[config.mk]
export PLATFORM = sky130hd
export DESIGN_NAME = sg13g2_io_gpio_bank
export DESIGN_NICKNAME = d
export VERILOG_FILES = /design/src/rtl/sg13g2_io_gpio_pkg.sv /design/src/rtl/sg13g2_io_gpio_in.sv /design/src/rtl/sg13g2_io_gpio_bank.sv
export SDC_FILE = /design/constraint.sdc
export NUM_CORES = 1
export LEC_CHECK = 0
export BUFFER_PORTS_ARGS = -buffer_cell sky130_fd_sc_hd__buf_2
export CAP_MARGIN = 40
export CORE_MARGIN = 2
export CORE_UTILIZATION = 30
export CTS_CLUSTER_DIAMETER = 60
export CTS_CLUSTER_SIZE = 16
export DETAILED_ROUTE_END_ITERATION = 7
export PLACE_DENSITY = 0.52
export SETUP_SLACK_MARGIN = 0.15
export SLEW_MARGIN = 20
export SYNTH_ARGS = -nofsm -noshare
export SYNTH_HDL_FRONTEND = slang
export SYNTH_SLANG_ARGS = --single-unit
[constraint.sdc]
create_clock -name clk -period 1.3 [get_ports clk]
set_clock_uncertainty 0.15 [all_clocks]
set_input_delay 0.13 -clock clk [delete_from_list [all_inputs] [get_ports clk]]
set_output_delay 0.13 -clock clk [all_outputs]
set_load 0.05 [all_outputs]
[src/rtl/sg13g2_io_gpio_pkg.sv]
// Shared register-map constants for the sg13g2 GPIO bank.
// Optional input debounce is controlled by IO_GPIO_DEBOUNCE_EN (see sg13g2_io_gpio_in).
package sg13g2_io_gpio_pkg;

    localparam int GPIO_ADDR_W = 3;

    localparam logic [GPIO_ADDR_W-1:0] GPIO_ADDR_DOUT = 3'd0;
    localparam logic [GPIO_ADDR_W-1:0] GPIO_ADDR_DOE  = 3'd1;
    localparam logic [GPIO_ADDR_W-1:0] GPIO_ADDR_DIN  = 3'd2;
    localparam logic [GPIO_ADDR_W-1:0] GPIO_ADDR_STAT = 3'd3;
    localparam logic [GPIO_ADDR_W-1:0] GPIO_ADDR_IEN  = 3'd4;
    localparam logic [GPIO_ADDR_W-1:0] GPIO_ADDR_EDGE = 3'd5;

endpackage

[src/rtl/sg13g2_io_gpio_in.sv]
// One pad input: 2-flop synchroniser, optional debounce (IO_GPIO_DEBOUNCE_EN), edge match.
// filt_o lags p2c_i by 2 edges (plus 2**DEB_W with debounce); evt_o is combinational.
module sg13g2_io_gpio_in #(
    parameter int unsigned DEB_W = 4
) (
    input  logic clk,
    input  logic rst,
    input  logic p2c_i,
    input  logic ien_i,
    input  logic edge_sel_i,
    output logic filt_o,
    output logic evt_o
);

    logic s1_q;
    logic s2_q;
    logic prev_q;
    logic filt;

    always_ff @(posedge clk) begin
        if (rst) begin
            s1_q   <= 1'b0;
            s2_q   <= 1'b0;
            prev_q <= 1'b0;
        end else begin
            s1_q   <= p2c_i;
            s2_q   <= s1_q;
            prev_q <= filt;
        end
    end

`ifdef IO_GPIO_DEBOUNCE_EN
    logic [DEB_W-1:0] cnt_q;
    logic [DEB_W-1:0] cnt_d;
    logic             filt_q;
    logic             filt_d;

    // The synchronised level must disagree with filt for 2**DEB_W consecutive edges.
    always_comb begin
        cnt_d  = cnt_q;
        filt_d = filt_q;
        if (s2_q == filt_q) begin
            cnt_d = '0;
        end else if (cnt_q == {DEB_W{1'b1}}) begin
            filt_d = s2_q;
            cnt_d  = '0;
        end else begin
            cnt_d = cnt_q + 1'b1;
        end
    end

    always_ff @(posedge clk) begin
        if (rst) begin
            cnt_q  <= '0;
            filt_q <= 1'b0;
        end else begin
            cnt_q  <= cnt_d;
            filt_q <= filt_d;
        end
    end

    assign filt = filt_q;
`else
    assign filt = s2_q;
    if (DEB_W == 0) begin : g_deb_w_unused
    end
`endif

    assign filt_o = filt;
    assign evt_o  = ien_i & (filt != prev_q) & (filt == edge_sel_i);

endmodule

[src/rtl/sg13g2_io_gpio_bank.sv]
// GPIO bank: register file, W1C edge status and irq over NPINS sg13g2_io_gpio_in pins.
// Single-cycle register bus, combinational read; debounce enabled by IO_GPIO_DEBOUNCE_EN.
import sg13g2_io_gpio_pkg::*;

module sg13g2_io_gpio_bank #(
    parameter int unsigned NPINS = 8,
    parameter int unsigned DEB_W = 4
) (
    input  logic                   clk,
    input  logic                   rst,
    input  logic [GPIO_ADDR_W-1:0] addr,
    input  logic                   wr_en,
    input  logic [NPINS-1:0]       wdata,
    output logic [NPINS-1:0]       rdata,
    output logic [NPINS-1:0]       c2p,
    output logic [NPINS-1:0]       c2p_en,
    input  logic [NPINS-1:0]       p2c,
    output logic                   irq
);

    logic [NPINS-1:0] dout_q, dout_d;
    logic [NPINS-1:0] doe_q,  doe_d;
    logic [NPINS-1:0] ien_q,  ien_d;
    logic [NPINS-1:0] edge_q, edge_d;
    logic [NPINS-1:0] stat_q, stat_d;
    logic [NPINS-1:0] w1c;
    logic [NPINS-1:0] filt;
    logic [NPINS-1:0] evt;

    for (genvar i = 0; i < NPINS; i++) begin : g_pin
        sg13g2_io_gpio_in #(
            .DEB_W (DEB_W)
        ) u_in (
            .clk        (clk),
            .rst        (rst),
            .p2c_i      (p2c[i]),
            .ien_i      (ien_q[i]),
            .edge_sel_i (edge_q[i]),
            .filt_o     (filt[i]),
            .evt_o      (evt[i])
        );
    end

    always_comb begin
        dout_d = dout_q;
        doe_d  = doe_q;
        ien_d  = ien_q;
        edge_d = edge_q;
        w1c    = '0;
        if (wr_en) begin
            case (addr)
                GPIO_ADDR_DOUT: dout_d = wdata;
                GPIO_ADDR_DOE:  doe_d  = wdata;
                GPIO_ADDR_STAT: w1c    = wdata;
                GPIO_ADDR_IEN:  ien_d  = wdata;
                GPIO_ADDR_EDGE: edge_d = wdata;
                default: ;
            endcase
        end
        // A new event outranks a clear of the same bit in the same cycle.
        stat_d = (stat_q & ~w1c) | evt;
    end

    always_ff @(posedge clk) begin
        if (rst) begin
            dout_q <= '0;
            doe_q  <= '0;
            ien_q  <= '0;
            edge_q <= '0;
            stat_q <= '0;
        end else begin
            dout_q <= dout_d;
            doe_q  <= doe_d;
            ien_q  <= ien_d;
            edge_q <= edge_d;
            stat_q <= stat_d;
        end
    end

    always_comb begin
        rdata = '0;
        case (addr)
            GPIO_ADDR_DOUT: rdata = dout_q;
            GPIO_ADDR_DOE:  rdata = doe_q;
            GPIO_ADDR_DIN:  rdata = filt;
            GPIO_ADDR_STAT: rdata = stat_q;
            GPIO_ADDR_IEN:  rdata = ien_q;
            GPIO_ADDR_EDGE: rdata = edge_q;
            default:        rdata = '0;
        endcase
    end

    assign c2p    = dout_q;
    assign c2p_en = doe_q;
    assign irq    = |stat_q;

endmodule

==> flow_summary.ini <==
[run_status]
status = finished, violations left
violations = setup timing

[detailed_routing]
wirelength_um = 8060
avgViaCountPerCell = 4.73
drc = 0
routedWlPerCell_um = 15.2
num_vias = 2519
dr.pass1.iters = 4
drtIter0Drc = 72
ant_nets = 0

[power_and_ir_drop]
finalPower_mw = 4.43
leakagePower_nw = 1.94
p_per_area_nw_per_um2 = 940
peakVddDrop_mv = 0.437

[clock_network]
htree_levels = 3
clkTransAtPathRegs_ns = 0.07
clockBufferDepth = 2
clock_sinks = 64
root_buffer = clkbuf_8
cts_tree = built
clock_latency_ns = 0.34
numCtsBuffers = 9

[place]
port_buffers = 46
place_congestion = 0.756
dpl.cell_count = 485
dp_hpwl_um = 5640

[worst_setup_path]
critPathCaptureType = primary output
path_max_fanout = 2
required_ns = 1.02
cp-start-kind = flip-flop
crit_buf_inv = 1
critPathMaxStageDelay_ns = 0.34
critical-path-slowest-cell = dfxtp_4
path_cells = mux2_4 -> a221oi_4 -> a21oi_4 -> buf_6
cp_top_family = flip-flops
cp_num_cells = 4
r2r_cells = 4
critPathKind = reg -> out
arrival_ns = 1.43

[run]
maxCapViolCount = 0

[floorplan]
die_h_um = 99.6
dieArea_um2 = 9910
die_w_um = 99.6
num_rows = 34
start_util_pct = 31.1
io_pins = 47
coreArea_um2 = 8810

[sta]
setup_violations = 11
hold_viol = 0
min_period_ns = 1.71
fin_crit_sh_pct = 132
rsz0062_at_grt = true
fmax_mhz = 584
fin_ws_ns = -0.411
maxSlewViolCount = 0
worstMarginPinSlew_ns = 0.326
slew_headroom_pct = 78.2

[yosys]
synthAdderAreaFrac_pct = 0
synth_top_family_by_area = simple AND/OR/NAND/NOR gates
synthXorXnorAreaFrac_pct = 0
synth_cell_types = 31
postSynthAreaPerCell_um2 = 9.35
synth-simple-area-share_pct = 22.5
synth_mux_area_share_pct = 13.5
syn-num-nets = 315
synth_area_um2 = 2740
ys_seq_area_share_pct = 46.8
netlist_instances = 293
synth-seq-cells = 64
yosysWarnings = 0
synth_compound_area_share_pct = 11.7

[final_layout]
fill_cells = 790
area_growth_pct = 72.0
nNetsFinal = 442
antenna_cells = 0
drive_above_1_share_pct = 50.5
finalNonFillerCells = 532

[global_route]
track_usage_pct = 16.9
overflow = 0
grt_pass1_vias = 2409
grt_antenna_before_repair = 0
grt_max_degree = 32
grt_pass1_wl_um = 12700

[hold_path]
hold_path.class = in -> reg
min_path_cells = 5
==> cell usage after synthesis <==
cell type	instances	area, um^2
a22oi_1	3	22.5
buf_6	3	33.8
a32oi_1	2	17.5
nand4b_1	2	17.5
nor4b_4	1	23.8
buf_4	2	15.0
buf_8	1	15.0
a21oi_1	25	125
nor2_1	18	67.6
buf_2	4	20.0
nand3_1	1	5.00
o221ai_1	4	35.0
nand2_1	36	135
clkbuf_1	8	30.0
mux2i_1	28	280
dfxtp_1	64	1280
mux2_2	8	90.1
nor4bb_1	2	20.0
nor2b_1	25	156
nand2b_1	2	12.5
o21ai_0	19	95.1
nor3b_1	8	60.1
o32ai_1	1	8.76
nor4_1	2	12.5
a221oi_1	1	8.76
or3_1	2	12.5
a21o_1	1	7.51
or4b_4	1	13.8
and3b_1	8	70.1
inv_1	10	37.5
and4b_1	1	10.0
==> per-layer routing <==
| metal | vias up | share of wire [%] | GRT usage, % |
|---|---|---|---|
| li1 | 1269 | - | - |
| met4 | 0 | 1.3 | 7.27 |
| met5 | - | 0 | 0 |
| met2 | 55 | 47 | 26.4 |
| met1 | 1186 | 48 | 22.8 |
| met3 | 9 | 3.8 | 3.02 |
==> cells by family after synthesis <==
logic type,count (synthesis)
AND/OR/NAND/NOR,109
flip-flops,64
AO/OA/AOI/OAI,56
multiplexers,36
buffers and inverters,28
==> stage by stage <==
step	TNS, ns	setup slack (ns)	utilization (%)	hold slack [ns]	cell area (um^2)
after floorplan	-0.107	-0.0534	-	0.108	3060
after global placement	-12.18	-0.314	42.3	0.187	3730
after detailed placement	-12.86	-0.393	42.3	0.193	3730
after CTS	-3.29	-0.421	50.5	0.256	4450
after global routing	-3.66	-0.453	53.5	0.279	4710
final	-3.19	-0.411	53.5	0.219	4710
==> final cells by class <==
| type | count | area [um^2] | share of cell area [%] |
|---|---|---|---|
| Clock buffer | 14 | 205 | 4.35 |
| Tap cell | 108 | 135 | 2.87 |
| Inverter | 10 | 37.5 | 0.796 |
| Clock inverter | 1 | 5.00 | 0.106 |
| Timing Repair Buffer | 134 | 1290 | 27.5 |
| Multi-Input combinational cell | 201 | 1680 | 35.7 |
| Sequential cell | 64 | 1350 | 28.7 |
==> placed cells by master (no fill, tap or decap), types with 3 or more instances in the layout <==
cell and n:
a21oi_1 19, nor2_1 17, o221ai_4 4, buf_6 29
nand2_2 8, clkbuf_8 11, dfxtp_4 16, nor2b_1 24
nor3b_2 4, buf_2 19, and3b_1 8, a22oi_2 3
buf_12 4, o21ai_0 8, nor3b_1 4, a21oi_2 5
dfxtp_2 10, mux2_2 3, buf_8 18, inv_1 9
nand2_1 26, mux2_4 5, buf_4 47, mux2i_1 25
dfxtp_1 38, dlygate4sd3_1 17, o21ai_1 9
==> final timing paths <==
check                                startpoint                         endpoint  slack (ns)
setup reg to reg         edge_q[0]$_SDFFE_PP0P_             stat_q[0]$_SDFF_PP0_        0.20
setup / recovery            c2p[5]$_SDFFE_PP0P_                         rdata[5]       -0.41
hold reg to reg   g_pin[0].u_in.s1_q$_SDFF_PP0_  g_pin[0].u_in.filt_o$_SDFF_PP0_        0.29
hold / removal                          addr[0]             stat_q[5]$_SDFF_PP0_        0.22
==> worst min-delay path, stage by stage <==
cell and delay, ns:
buf_6 0.14, nand4b_1 0.12, buf_4 0.11, o21ai_0 0.06, a21oi_1 0.12
==> power by group <==
group,switching (mW),internal [mW]
clock network,0.741,1.02
registers,0.0350,1.99
logic,0.321,0.330
total,1.10,3.33
==> timing repair <==
action                                 4_1_cts  5_1_grt
pin swaps                                    7       25
hold buffers                                17        0
buffers inserted                             5       10
setup endpoints to repair                   58       55
endpoints found under the hold margin       41        0
resized for setup                           87       59
==> state kept, by name, indices dropped and copies added, names as in the netlist <==
name               cells
c2p_en                 8
stat_q                 8
g_pin.u_in.filt_o      8
edge_q                 8
c2p                    8
g_pin.u_in.prev_q      8
ien_q                  8
g_pin.u_in.s1_q        8
Note: power is estimated with default switching activity, not from simulation.
